File: src/rtl/aes_axis_rx_pkg.sv
// Shared constants and state encoding for the AES AXI4-Stream receive front end.
// Optional build macro used by aes_axis_rx: AES_RX_ERR_EN.
package aes_axis_rx_pkg;

   localparam int WORD_S = 32;
   localparam int BLK_S  = 128;
   localparam int BYTE_S = 8;

   localparam logic [WORD_S-1:0] ENCRYPT = 32'h0000_0001;
   localparam logic [WORD_S-1:0] DECRYPT = 32'h0000_0002;
   localparam logic [WORD_S-1:0] SET_KEY = 32'h0000_0003;

   typedef enum logic [1:0] {
      AES_RX_CMD   = 2'd0,
      AES_RX_DATA  = 2'd1,
      AES_RX_START = 2'd2,
      AES_RX_BUSY  = 2'd3
   } aes_rx_state_t;

endpackage

File: src/rtl/aes_word_packer.sv
// Packs stream words into blocks, word 0 in the most significant slot.
// A flush on a short block zero-fills the slots that were never written.
module aes_word_packer
   import aes_axis_rx_pkg::*;
#(
   parameter int WORD_W = WORD_S,
   parameter int BLK_W  = BLK_S,
   parameter int SLOTS  = BLK_W / WORD_W,
   parameter int IDX_W  = $clog2(SLOTS)
) (
   input  logic              clk,
   input  logic              reset,
   input  logic              clear,
   input  logic              push,
   input  logic              flush,
   input  logic [WORD_W-1:0] word,
   output logic [IDX_W-1:0]  word_idx,
   output logic [BLK_W-1:0]  blk,
   output logic              blk_valid
);

   localparam logic [IDX_W-1:0] LAST_IDX = IDX_W'(SLOTS - 1);

   logic [WORD_W-1:0] slot [SLOTS];
   logic [BLK_W-1:0]  blk_nxt;

   always_comb begin
      blk_nxt = '0;
      for (int k = 0; k < SLOTS; k++) begin
         if (k < int'(word_idx))
            blk_nxt[BLK_W-1-k*WORD_W -: WORD_W] = slot[k];
         else if (k == int'(word_idx))
            blk_nxt[BLK_W-1-k*WORD_W -: WORD_W] = word;
      end
   end

   // slot contents are only ever read below word_idx, so they need no reset
   always_ff @(posedge clk) begin
      if (push)
         slot[word_idx] <= word;
   end

   always_ff @(posedge clk) begin
      if (reset) begin
         word_idx  <= '0;
         blk       <= '0;
         blk_valid <= 1'b0;
      end else begin
         blk_valid <= 1'b0;
         if (clear) begin
            word_idx <= '0;
         end else if (push) begin
            if (word_idx == LAST_IDX || flush) begin
               blk       <= blk_nxt;
               blk_valid <= 1'b1;
               word_idx  <= '0;
            end else begin
               word_idx <= word_idx + 1'b1;
            end
         end
      end
   end

endmodule

File: src/rtl/aes_axis_rx.sv
// AXI4-Stream slave front end for aes_controller: command capture, block packing, FIFO write.
// Build option AES_RX_ERR_EN adds the sticky err_o flags (partial block, dropped block).
module aes_axis_rx
   import aes_axis_rx_pkg::*;
#(
   parameter int IN_FIFO_ADDR_WIDTH = 9,
   parameter int IN_FIFO_DATA_WIDTH = BLK_S,
   parameter int AXIS_DATA_WIDTH    = WORD_S
) (
   input  logic                          clk,
   input  logic                          reset,
   input  logic [AXIS_DATA_WIDTH-1:0]    s_axis_tdata,
   input  logic                          s_axis_tvalid,
   input  logic                          s_axis_tlast,
   output logic                          s_axis_tready,
   output logic [AXIS_DATA_WIDTH-1:0]    aes_cmd,
   output logic [IN_FIFO_DATA_WIDTH-1:0] in_fifo_data,
   output logic                          in_fifo_w_e,
   output logic [IN_FIFO_ADDR_WIDTH-1:0] in_fifo_addr,
   output logic [IN_FIFO_ADDR_WIDTH-1:0] in_fifo_blk_cnt,
   output logic                          ctrl_en,
   input  logic                          ctrl_done
`ifdef AES_RX_ERR_EN
   ,
   output logic [1:0]                    err_o
`endif
);

   localparam int SLOTS = IN_FIFO_DATA_WIDTH / AXIS_DATA_WIDTH;
   localparam int IDX_W = $clog2(SLOTS);
   localparam logic [IN_FIFO_ADDR_WIDTH-1:0] BLK_MAX  = '1;
   localparam logic [IDX_W-1:0]              LAST_IDX = IDX_W'(SLOTS - 1);

   aes_rx_state_t state, state_nxt;

   logic                          hs;
   logic                          pack_push;
   logic                          rearm;
   logic                          tready_nxt;
   logic                          ctrl_en_nxt;
   logic                          full;
   logic                          blk_valid;
   logic [IDX_W-1:0]              word_idx;
   logic [IN_FIFO_ADDR_WIDTH-1:0] wr_ptr;

   assign hs    = s_axis_tvalid & s_axis_tready;
   assign rearm = (state == AES_RX_BUSY) & ctrl_done;
   assign full  = (in_fifo_blk_cnt == BLK_MAX);

   aes_word_packer #(
      .WORD_W (AXIS_DATA_WIDTH),
      .BLK_W  (IN_FIFO_DATA_WIDTH)
   ) u_packer (
      .clk       (clk),
      .reset     (reset),
      .clear     (rearm),
      .push      (pack_push),
      .flush     (s_axis_tlast),
      .word      (s_axis_tdata),
      .word_idx  (word_idx),
      .blk       (in_fifo_data),
      .blk_valid (blk_valid)
   );

   // once the FIFO is full, finished blocks are dropped but the stream keeps draining
   assign in_fifo_w_e  = blk_valid & ~full;
   assign in_fifo_addr = wr_ptr;

   always_comb begin
      state_nxt   = state;
      pack_push   = 1'b0;
      ctrl_en_nxt = 1'b0;
      case (state)
         AES_RX_CMD: begin
            if (hs)
               state_nxt = s_axis_tlast ? AES_RX_START : AES_RX_DATA;
         end
         AES_RX_DATA: begin
            if (hs) begin
               pack_push = 1'b1;
               if (s_axis_tlast)
                  state_nxt = AES_RX_START;
            end
         end
         AES_RX_START: begin
            // the final block is written during this cycle; start the controller after it
            state_nxt   = AES_RX_BUSY;
            ctrl_en_nxt = 1'b1;
         end
         AES_RX_BUSY: begin
            if (ctrl_done)
               state_nxt = AES_RX_CMD;
         end
         default: state_nxt = AES_RX_CMD;
      endcase
      tready_nxt = (state_nxt == AES_RX_CMD) || (state_nxt == AES_RX_DATA);
   end

   always_ff @(posedge clk) begin
      if (reset) begin
         state         <= AES_RX_CMD;
         s_axis_tready <= 1'b0;
         ctrl_en       <= 1'b0;
      end else begin
         state         <= state_nxt;
         s_axis_tready <= tready_nxt;
         ctrl_en       <= ctrl_en_nxt;
      end
   end

   always_ff @(posedge clk) begin
      if (reset) begin
         aes_cmd         <= '0;
         wr_ptr          <= '0;
         in_fifo_blk_cnt <= '0;
      end else begin
         if (state == AES_RX_CMD && hs)
            aes_cmd <= s_axis_tdata;
         if (rearm) begin
            wr_ptr          <= '0;
            in_fifo_blk_cnt <= '0;
         end else if (in_fifo_w_e) begin
            wr_ptr          <= wr_ptr + 1'b1;
            in_fifo_blk_cnt <= in_fifo_blk_cnt + 1'b1;
         end
      end
   end

`ifdef AES_RX_ERR_EN
   always_ff @(posedge clk) begin
      if (reset) begin
         err_o <= 2'b00;
      end else if (state == AES_RX_CMD && hs) begin
         err_o <= 2'b00;
      end else begin
         if (pack_push && s_axis_tlast && word_idx != LAST_IDX)
            err_o[0] <= 1'b1;
         if (blk_valid && full)
            err_o[1] <= 1'b1;
      end
   end
`else
   logic unused_err_src;
   assign unused_err_src = ^{word_idx, LAST_IDX};
`endif

endmodule

File: config.mk
export PLATFORM = sky130hd
export DESIGN_NAME = aes_axis_rx
export DESIGN_NICKNAME = d
export VERILOG_FILES = /design/src/rtl/aes_axis_rx_pkg.sv /design/src/rtl/aes_word_packer.sv /design/src/rtl/aes_axis_rx.sv
export SDC_FILE = /design/constraint.sdc
export NUM_CORES = 1
export LEC_CHECK = 0
export CAP_MARGIN = 0
export CORE_UTILIZATION = 55
export DETAILED_ROUTE_END_ITERATION = 7
export PLACE_DENSITY_LB_ADDON = 0.2
export SYNTH_ARGS = -nofsm -noshare
export SYNTH_HDL_FRONTEND = slang
export SYNTH_HIERARCHICAL = 1
export SYNTH_SLANG_ARGS = --single-unit
File: constraint.sdc
create_clock -name clk -period 5.7 [get_ports clk]
set_input_delay 1.425 -clock clk [delete_from_list [all_inputs] [get_ports clk]]
set_output_delay 1.425 -clock clk [all_outputs]
set_load 0.01 [all_outputs]
## Word level (Yosys, flattened, before mapping)

Memories as Yosys holds them, arrays and structs flattened. A register that Yosys moved wholly into a read port is not among the register bits.
Index checks and enable logic that the tools add are counted.

| storage, ports and cells | value |
|---|---|
| bits in registers | 185 |
| memory bits (writable) | 128 |
| bits of input ports | 37 |
| memories kept | 1 |

Memories:

| name | depth | width | rd ports | clocked after Yosys merged registers in | write ports | line | source |
|---|---|---|---|---|---|---|---|
| u_packer.slot | 4 | 32 | 3 | 1 | 1 | aes_word_packer.sv:24 | `logic [WORD_W-1:0] slot [SLOTS];` |

| operators by class | value |
|---|---|
| add/sub/neg operators | 3 |
| magnitude comparators | 3 |
| equality and inequality tests | 9 |
| mux-type cells | 20 |
| bitwise logic cells | 6 |
| reductions and logical operators | 9 |

Operator list:

| cell | count |
|---|---|
| 32-bit two-way mux | 7 |
| 9-bit by 1-bit adder with 9-bit output (second input constant) | 2 |
| 2-bit two-way mux | 6 |
| 9-bit equality test (second input constant) | 1 |
| 2-bit one-hot mux with 4 select lines | 1 |
| 2-bit equality test (second input constant) | 3 |
| 2-bit zero test | 3 |
| 1-bit two-way mux | 6 |
| 2-bit by 1-bit equality test with 1-bit output (second input constant) | 2 |
| 2-bit equality test (first input constant) | 2 |
| 1-bit by 2-bit less-than comparator with 1-bit output (first input constant) | 2 |
| 1-bit bitwise AND | 3 |
| 1-bit inverter | 3 |
| 3-bit AND reduction | 1 |
| 3-bit OR reduction | 1 |
| 2-bit by 1-bit adder with 2-bit output (second input constant) | 1 |
| 1-bit by 2-bit equality test with 1-bit output (first input constant) | 1 |
| 1-bit logical OR | 2 |
| 2-bit less-than comparator (first input constant) | 1 |
| 2-bit OR reduction | 1 |
| 1-bit logical AND | 1 |

## Longest topological paths before layout

Gate-level depths: netlist of the first run.

| depth | value |
|---|---|
| word-level depth | 5 |
| depth in mapped cells | 8 |

## By module

The synthesis of the first run kept the hierarchy.

Modules (own cells, without submodules):

| module | times used | cells an instance | area an instance (sq um) | sequential area each (sq um) |
|---|---|---|---|---|
| aes_word_packer | 1 | 750 | 8,936.1 | 5,505.3 |
| aes_axis_rx | 1 | 251 | 2,127.0 | 1,081.0 |

## Worst setup path before layout of the first run

Ideal clock, no wire load.

| timing | value |
|---|---|
| kind | input-to-reg |
| start point | in s_axis_tvalid |
| end point | mem u_packer/slot[2][0] (netlist bit) (enable) |
| setup time | 0.392 ns |
| arrival time | 2.546 ns |
| path slack | 2.762 ns |
| cell stages on the path | 3 |
| cell sequence | and4b_1 > buf_4 > and2_1 |

| on the way | value |
|---|---|
| cells in the longest elaborated chain, start to end | 5 |

Ends and longest elaborated chain:

| element | line | source |
|---|---|---|
| from (decl) | aes_axis_rx.sv:13 | `input logic s_axis_tvalid,` |
| 1-bit bitwise AND | aes_axis_rx.sv:46 | `assign hs = s_axis_tvalid & s_axis_tready;` |
| 1-bit two-way mux | aes_axis_rx.sv:79 | `if (hs) begin` |
| 1-bit two-way mux | aes_axis_rx.sv:73 | `case (state)` |
| 1-bit two-way mux | aes_word_packer.sv:39 | `if (push)` |
| 1-bit two-way mux (implied by the code) | aes_word_packer.sv:40 | `slot[word_idx] <= word;` |
| to (decl) | aes_word_packer.sv:24 |  |

Every way passes these cells.

## Worst setup path after layout of the first run

| timing | value |
|---|---|
| start point | reg in_fifo_blk_cnt[0] |
| end point | out in_fifo_w_e |

| on the way | value |
|---|---|
| cells in the longest elaborated chain, start to end | 3 |

Ends and longest elaborated chain:

| element | line | source |
|---|---|---|
| from (decl) | aes_axis_rx.sv:20 | `output logic [IN_FIFO_ADDR_WIDTH-1:0] in_fifo_blk_cnt,` |
| from (signal assigned) | aes_axis_rx.sv:124 | `in_fifo_blk_cnt <= in_fifo_blk_cnt + 1'b1;` |
| 9-bit equality test | aes_axis_rx.sv:48 | `assign full = (in_fifo_blk_cnt == BLK_MAX);` |
| 1-bit inverter | aes_axis_rx.sv:66 | `assign in_fifo_w_e = blk_valid & ~full;` |
| 1-bit bitwise AND | aes_axis_rx.sv:66 |  |
| to (decl) | aes_axis_rx.sv:18 | `output logic in_fifo_w_e,` |

Every way passes these cells.

==> results.py, run 1 <==
metrics = {
    "worst_setup_path": {
        "critPathLaunch": "in_fifo_blk_cnt[0]$_SDFFE_PP0P_",
        "worst_ep_required_time_ps": 4280,
        "r2r_start": "u_packer/word_idx[1]$_SDFFE_PP0P_",
        "cp-endpoint": "in_fifo_w_e",
        "reg2reg_depth": 6,
        "r2r_slack_ps": 1910,
        "endpoint_kind": "output pin",
        "cp.arrival_ps": 2380,
        "cp_max_fo": 6,
        "r2r-end": "u_packer/blk[93]$_SDFFE_PP0P_",
        "worst_setup_path_start_kind": "register",
        "crit_type": "reg2out",
    },
    "floorplanning": {
        "placeableCoreArea_sq_mm": 0.0196,
        "row_count": 51,
        "start_util_pct": 56.5,
        "ios": 218,
        "die_w_microns": 144,
        "dieArea_sq_mm": 0.0207,
        "die_y_microns": 144,
    },
    "detailed_routing": {
        "drtIter0Drc": 778,
        "vias": 8820,
        "ant_nets": 0,
        "finalWirelength_microns": 30300,
        "first_pass_iters": 5,
        "drc": 0,
        "via_per_inst": 6.08,
        "wire_per_inst_microns": 20.9,
    },
    "timing": {
        "clock_skew_ps": 13.6,
        "tns_ps": 0,
        "drv_slew": 0,
        "setup_viol": 0,
        "period_needed_ps": 3800,
        "rsz0062_at_grt": "false",
        "holdWs_ps": 452,
        "max_freq_mhz": 263,
        "worst_pin_slew_ps": 1150,
        "max-slew-margin-rel_pct": 23.6,
        "post-route-period-util_pct": 66.7,
        "finalHoldViolCount": 0,
    },
    "pwr": {
        "ir_drop_mv": 0.269,
        "cellInternalPower_mw": 3.28,
        "clockPowerShare_pct": 42.9,
        "power_mw": 4.22,
        "power_density_mw_per_mm2": 299,
        "p_leak_nw": 4.51,
        "power_frac_comb_pct": 6.6,
        "pwr-share-seq_pct": 50.4,
        "sw_frac_of_total_pct": 22.3,
        "p_sw_mw": 0.942,
    },
    "yosys": {
        "synth-compound-area-share_pct": 21.6,
        "synthSimpleGateAreaFrac_pct": 9.71,
        "synth_top_family_by_area": "compound AO/OA/AOI/OAI gates",
        "avgSynthCellArea_sq_um": 11.1,
        "synth_cell_types": 54,
        "postSynthCellCount": 1001,
        "synth_edf_count": 96,
        "seq_area_frac_synth_pct": 59.5,
        "ys.flop_type": "dfxtp_1",
        "synthMuxAreaShare_pct": 3.26,
        "yosys_warnings": 38,
        "yosys.area_share.xor_xnor_pct": 0.317,
        "synth_area_sq_mm": 0.0111,
        "synthAdderAreaFrac_pct": 0.905,
        "synth_nets": 1046,
        "async_flop_share_pct": 0,
        "synth_seq_cells": 281,
    },
    "finish": {
        "diodes": 0,
        "final_area_sq_mm": 0.0141,
        "mostFrequentLayoutCells": "clkdlybuf4s50_1 (216), dfxtp_1 (185), a21oi_1 (140), nand2_1 (121), edfxtp_1 (96)",
        "drive_gt1_share_pct": 11.3,
        "fin_nets": 1208,
        "layout_commonest_cell": "clkdlybuf4s50_1",
        "area_growth_pct": 27.7,
    },
    "run": {
        "cap_violations": 0,
    },
    "clock_tree": {
        "cts_buffer_depth": 3,
        "cts_tree": "built",
        "htree_levels": 1,
        "cts.sinks": 281,
        "numCtsBuffers": 28,
        "holdBufCountCts": 0,
        "cts_root_buf": "clkbuf_16",
        "clk_latency_ps": 550,
        "cts.repair_timing.setup_buffer_count": 0,
        "path_clk_slew_ps": 60,
        "cts_resized": 0,
    },
    "run_status": {
        "outcome": "finished clean",
    },
    "min_path": {
        "hold_path.class": "reg2reg",
    },
    "placed_design": {
        "placed_area_sq_mm": 0.0132,
        "hpwl_microns": 18400,
        "io_buffers": 217,
        "gp_congestion": 0.769,
    },
    "global_routing": {
        "grt_overflow": 0,
        "track_usage_pct": 29.2,
        "grt_max_degree": 122,
        "grt_pass1_vias": 8466,
        "grt_pass1_wl_microns": 46900,
        "antenna_found_initial": 0,
    },
}
==> worst min path at each step <==
| stage | startpoint | to | slack [ps] | cells after the start |
|---|---|---|---|---|
| floorplan | aes_cmd[0]$_SDFFE_PP0P_ | aes_cmd[0]$_SDFFE_PP0P_ | 480 | 2 |
| global placement | aes_cmd[3]$_SDFFE_PP0P_ | aes_cmd[3]$_SDFFE_PP0P_ | 440 | 2 |
| detailed placement | aes_cmd[3]$_SDFFE_PP0P_ | aes_cmd[3]$_SDFFE_PP0P_ | 450 | 2 |
| CTS | aes_cmd[23]$_SDFFE_PP0P_ | aes_cmd[23]$_SDFFE_PP0P_ | 460 | 2 |
| global route | aes_cmd[31]$_SDFFE_PP0P_ | aes_cmd[31]$_SDFFE_PP0P_ | 470 | 2 |
| finish | aes_cmd[31]$_SDFFE_PP0P_ | aes_cmd[31]$_SDFFE_PP0P_ | 450 | 2 |
==> through the flow <==
step	std cells	setup WS, ps	util (%)
floorplan	1001	2760	-
detailed placement	1398	1610	67.4
CTS	1450	1870	72.1
global placement	1398	1690	67.4
global route	1450	1750	72.1
finish	1450	1900	72.1
==> synthesized netlist by cell type, types with 3 or more instances <==
| cell | number | area share, % |
|---|---|---|
| dfxtp_1 | 185 | 33 |
| a21oi_1 | 140 | 6.3 |
| nand2_1 | 121 | 4.1 |
| edfxtp_1 | 96 | 26 |
| nand3_1 | 51 | 2.3 |
| clkbuf_1 | 43 | 1.5 |
| o21ai_0 | 37 | 1.7 |
| mux2i_1 | 36 | 3.3 |
| a311oi_1 | 34 | 2.7 |
| buf_2 | 34 | 1.5 |
| a211oi_1 | 31 | 2.1 |
| a211oi_2 | 31 | 3.5 |
| a21oi_2 | 31 | 2.5 |
| a22oi_1 | 30 | 2.0 |
| buf_4 | 11 | 0.75 |
| nor2_1 | 9 | 0.31 |
| ha_1 | 8 | 0.90 |
| buf_6 | 6 | 0.61 |
| inv_1 | 4 | 0.14 |
| nand3b_1 | 4 | 0.27 |
| o31ai_1 | 4 | 0.27 |
| and2_1 | 3 | 0.17 |
| buf_1 | 3 | 0.10 |
| nor3_1 | 3 | 0.14 |
| or3_1 | 3 | 0.17 |
| or4_1 | 3 | 0.20 |
==> power by group through the flow <==
stage	Combinational, mW	Sequential (mW)	Clock, mW
final	0.280	2.13	1.81
after global placement	0.273	2.17	0
after global routing	0.299	2.13	1.91
after CTS	0.279	2.13	1.82
after floorplan	0.126	2.18	0
after detailed placement	0.278	2.17	0
==> cells by family after synthesis <==
family	count (synthesis)
adder cells (fa/ha/maj)	8
XOR/XNOR	4
AO/OA/AOI/OAI	346
AND/OR/NAND/NOR	224
buffers and inverters	102
multiplexers	36
flip-flops	281
==> layout make-up <==
| type | instances | area, sq um |
|---|---|---|
| repair buffers | 229 | 2280 |
| fillers | 1422 | 5470 |
| flip-flops and latches | 281 | 6590 |
| clock inverters | 10 | 110 |
| inverters | 5 | 18.8 |
| clock buffers | 42 | 803 |
| multi-input cells | 618 | 4000 |
| well taps | 265 | 332 |
==> registers in the layout, summed over array words and instances (netlist names), named ones only <==
register            flops
u_packer/word_idx       2
u_packer/blk_valid      1
in_fifo_blk_cnt         9
ctrl_en                 1
u_packer/blk          128
u_packer/slot          96
aes_cmd                32
s_axis_tready           1
state                   1
in_fifo_addr            9
==> worst max-delay path: stages (launching register included) <==
cell	delay, ps
dfxtp_1	350
ha_1	240
nand3_1	100
nor2_1	50
ha_1	220
and2b_2	330
clkdlybuf4s50_1	560
==> metal layers <==
layer | wire (microns) | up-vias | share of wire, % | GRT usage [%]
met5 | 0 | - | 0 | 0
met1 | 12500 | 4346 | 41 | 39.7
li1 | - | 4027 | - | -
met4 | 541 | 0 | 1.8 | 8.29
met2 | 14800 | 409 | 49 | 48.0
met3 | 2480 | 38 | 8.2 | 4.90
(Power assumes the default switching activity.)
==> run 2, diff against run 1 <==
--- a/config.mk
+++ b/config.mk
@@ -6,7 +6,7 @@
 export NUM_CORES = 1
 export LEC_CHECK = 0
 export CAP_MARGIN = 0
-export CORE_UTILIZATION = 55
+export CORE_UTILIZATION = 52
 export DETAILED_ROUTE_END_ITERATION = 7
 export PLACE_DENSITY_LB_ADDON = 0.2
 export SYNTH_ARGS = -nofsm -noshare
==> constraint.sdc (replaced) <==
create_clock -name clk -period 3.5 [get_ports clk]
set_input_delay 0.875 -clock clk [delete_from_list [all_inputs] [get_ports clk]]
set_output_delay 0.875 -clock clk [all_outputs]
set_load 0.01 [all_outputs]
==> run 2 against run 1 <==
Effect of this change: register-to-register slack worse by 720 ps; design area up 1.9%; combinational power up 70%; non-clock buffer count up 16; flip-flop and latch count unchanged; via count down 0.63%; largest cell class unchanged; highest routed layer unchanged.
==> results.py, run 2 (synthesis results as in run 1) <==
metrics = {
    "detailed_routing": {
        "drc": 0,
        "first_pass_iters": 5,
        "wire_per_inst_microns": 20.8,
        "finalWirelength_microns": 30700,
        "ant_nets": 0,
        "vias": 8764,
        "drtIter0Drc": 716,
        "via_per_inst": 5.96,
    },
    "clock_tree": {
        "cts_root_buf": "clkbuf_16",
        "path_clk_slew_ps": 60,
        "numCtsBuffers": 28,
        "cts_resized": 0,
        "clk_latency_ps": 540,
        "cts.repair_timing.setup_buffer_count": 0,
        "htree_levels": 1,
        "cts.sinks": 281,
        "holdBufCountCts": 0,
        "cts_tree": "built",
        "cts_buffer_depth": 3,
    },
    "pwr": {
        "power_density_mw_per_mm2": 484,
        "sw_frac_of_total_pct": 22.2,
        "power_frac_comb_pct": 6.8,
        "p_sw_mw": 1.55,
        "clockPowerShare_pct": 43.4,
        "p_leak_nw": 4.64,
        "cellInternalPower_mw": 5.42,
        "ir_drop_mv": 0.317,
        "pwr-share-seq_pct": 49.7,
    },
    "finish": {
        "area_growth_pct": 30.0,
        "diodes": 0,
        "fill_cells": 1538,
        "fin_util_pct": 70.0,
        "multi_input_area_sq_mm": 0.00400,
        "ff_latch_area_sq_mm": 0.00659,
        "fin_nets": 1224,
        "reg.largest.list": "u_packer/blk x128, u_packer/slot x96, aes_cmd x32",
        "largest_reg_flops": 128,
        "drive_gt1_share_pct": 12.7,
        "layout_commonest_cell": "clkdlybuf4s50_1",
        "top_register": "u_packer/blk",
        "mostFrequentLayoutCells": "clkdlybuf4s50_1 (216), dfxtp_1 (185), a21oi_1 (140), nand2_1 (121), edfxtp_1 (96)",
    },
    "floorplanning": {
        "die_y_microns": 148,
        "start_util_pct": 53.8,
        "ios": 218,
        "row_count": 52,
        "dieArea_sq_mm": 0.0219,
        "die_w_microns": 148,
        "placeableCoreArea_sq_mm": 0.0206,
    },
    "timing": {
        "clock_skew_ps": 13.4,
        "max-slew-margin-rel_pct": 48.9,
        "period_needed_ps": 3240,
        "post-route-period-util_pct": 92.4,
        "finalHoldViolCount": 0,
        "max_freq_mhz": 309,
        "tns_ps": 0,
        "setup_viol": 0,
        "rsz0062_at_grt": "false",
        "drv_slew": 0,
        "worst_pin_slew_ps": 766,
    },
    "placed_design": {
        "io_buffers": 217,
        "hpwl_microns": 19000,
        "gp_congestion": 0.773,
    },
    "worst_setup_path": {
        "slowest_delay_ps": 570,
        "r2r_slack_ps": 1190,
        "cp.arrival_ps": 2360,
        "worst_ep_required_time_ps": 2620,
        "endpoint_kind": "output pin",
        "path_cells": "ha_1, nand3_1, nor2_1, ha_1, and2b_2, clkdlybuf4s50_1",
        "worst_setup_path_start_kind": "register",
        "cp_num_buf_inv": 1,
        "cp_slowest_cell": "clkdlybuf4s50_1",
        "critPathTopFamily": "buffers and inverters",
        "critPathMostFrequentCell": "ha_1",
        "crit_type": "reg2out",
        "cp_max_fo": 6,
    },
    "global_routing": {
        "track_usage_pct": 27.4,
        "grt_pass1_vias": 8355,
        "grt_pass1_wl_microns": 47000,
        "grt_max_degree": 86,
        "antenna_found_initial": 0,
        "grt_overflow": 0,
    },
    "min_path": {
        "hold_path.class": "reg2reg",
    },
    "run": {
        "cap_violations": 0,
    },
    "run_status": {
        "outcome": "finished clean",
    },
}
[run 2: cell type report]
cell class,instances,share of cell area [%]
Clock buffer,38,5.49
Timing Repair Buffer,245,17.4
Tap cell,270,2.35
Multi-Input combinational cell,618,27.8
Sequential cell,281,45.8
Inverter,5,0.130
Clock inverter,14,1.02
[run 2: per-stage QoR]
step | std cells | worst slack (ps) | power [mW] | cell area (sq um) | hold slack [ps]
3_3_place_gp | 1419 | 669 | 4.00 | 13500 | 441
6_report | 1471 | 265 | 6.96 | 14400 | 454
3_5_place_dp | 1419 | 588 | 4.01 | 13500 | 448
4_1_cts | 1471 | 230 | 7.00 | 14400 | 457
2_1_floorplan | 1001 | 889 | 3.75 | 11100 | 481
5_1_grt | 1471 | 129 | 7.17 | 14400 | 477
[run 2: path summary, 6_finish.rpt]
path / depth (start not counted) / to / start
worst min register to register: 2 / aes_cmd[5]$_SDFFE_PP0P_ / aes_cmd[5]$_SDFFE_PP0P_
worst max-delay path: 6 / in_fifo_w_e / in_fifo_blk_cnt[0]$_SDFFE_PP0P_
worst max register to register: 4 / u_packer/blk[53]$_SDFFE_PP0P_ / u_packer/word_idx[1]$_SDFFE_PP0P_
worst min-delay path: 2 / aes_cmd[5]$_SDFFE_PP0P_ / aes_cmd[5]$_SDFFE_PP0P_
[run 2: worst reg2reg max path, delay by kind of cell, from the launching register on]
kind | cells | cell delay, ps
flip-flops | 1 | 700
buffers and inverters | 1 | 390
AO/OA/AOI/OAI | 2 | 420
adder cells (fa/ha/maj) | 1 | 710
[run 2: layer usage]
layer | track usage, % | share of wire (%) | vias up
met2 | 44.2 | 48 | 409
met1 | 37.6 | 42 | 4244
met3 | 4.51 | 8.0 | 50
met5 | 0 | 0 | -
li1 | - | - | 4061
met4 | 9.18 | 2.6 | 0
[run 2: power groups by stage]
| stage | clock [mW] | combinational, mW | sequential (mW) |
|---|---|---|---|
| after floorplan | 0 | 0.205 | 3.55 |
| after detailed placement | 0 | 0.473 | 3.53 |
| after global placement | 0 | 0.466 | 3.53 |
| after global routing | 3.20 | 0.505 | 3.47 |
| after CTS | 3.06 | 0.475 | 3.46 |
| final | 3.02 | 0.475 | 3.46 |
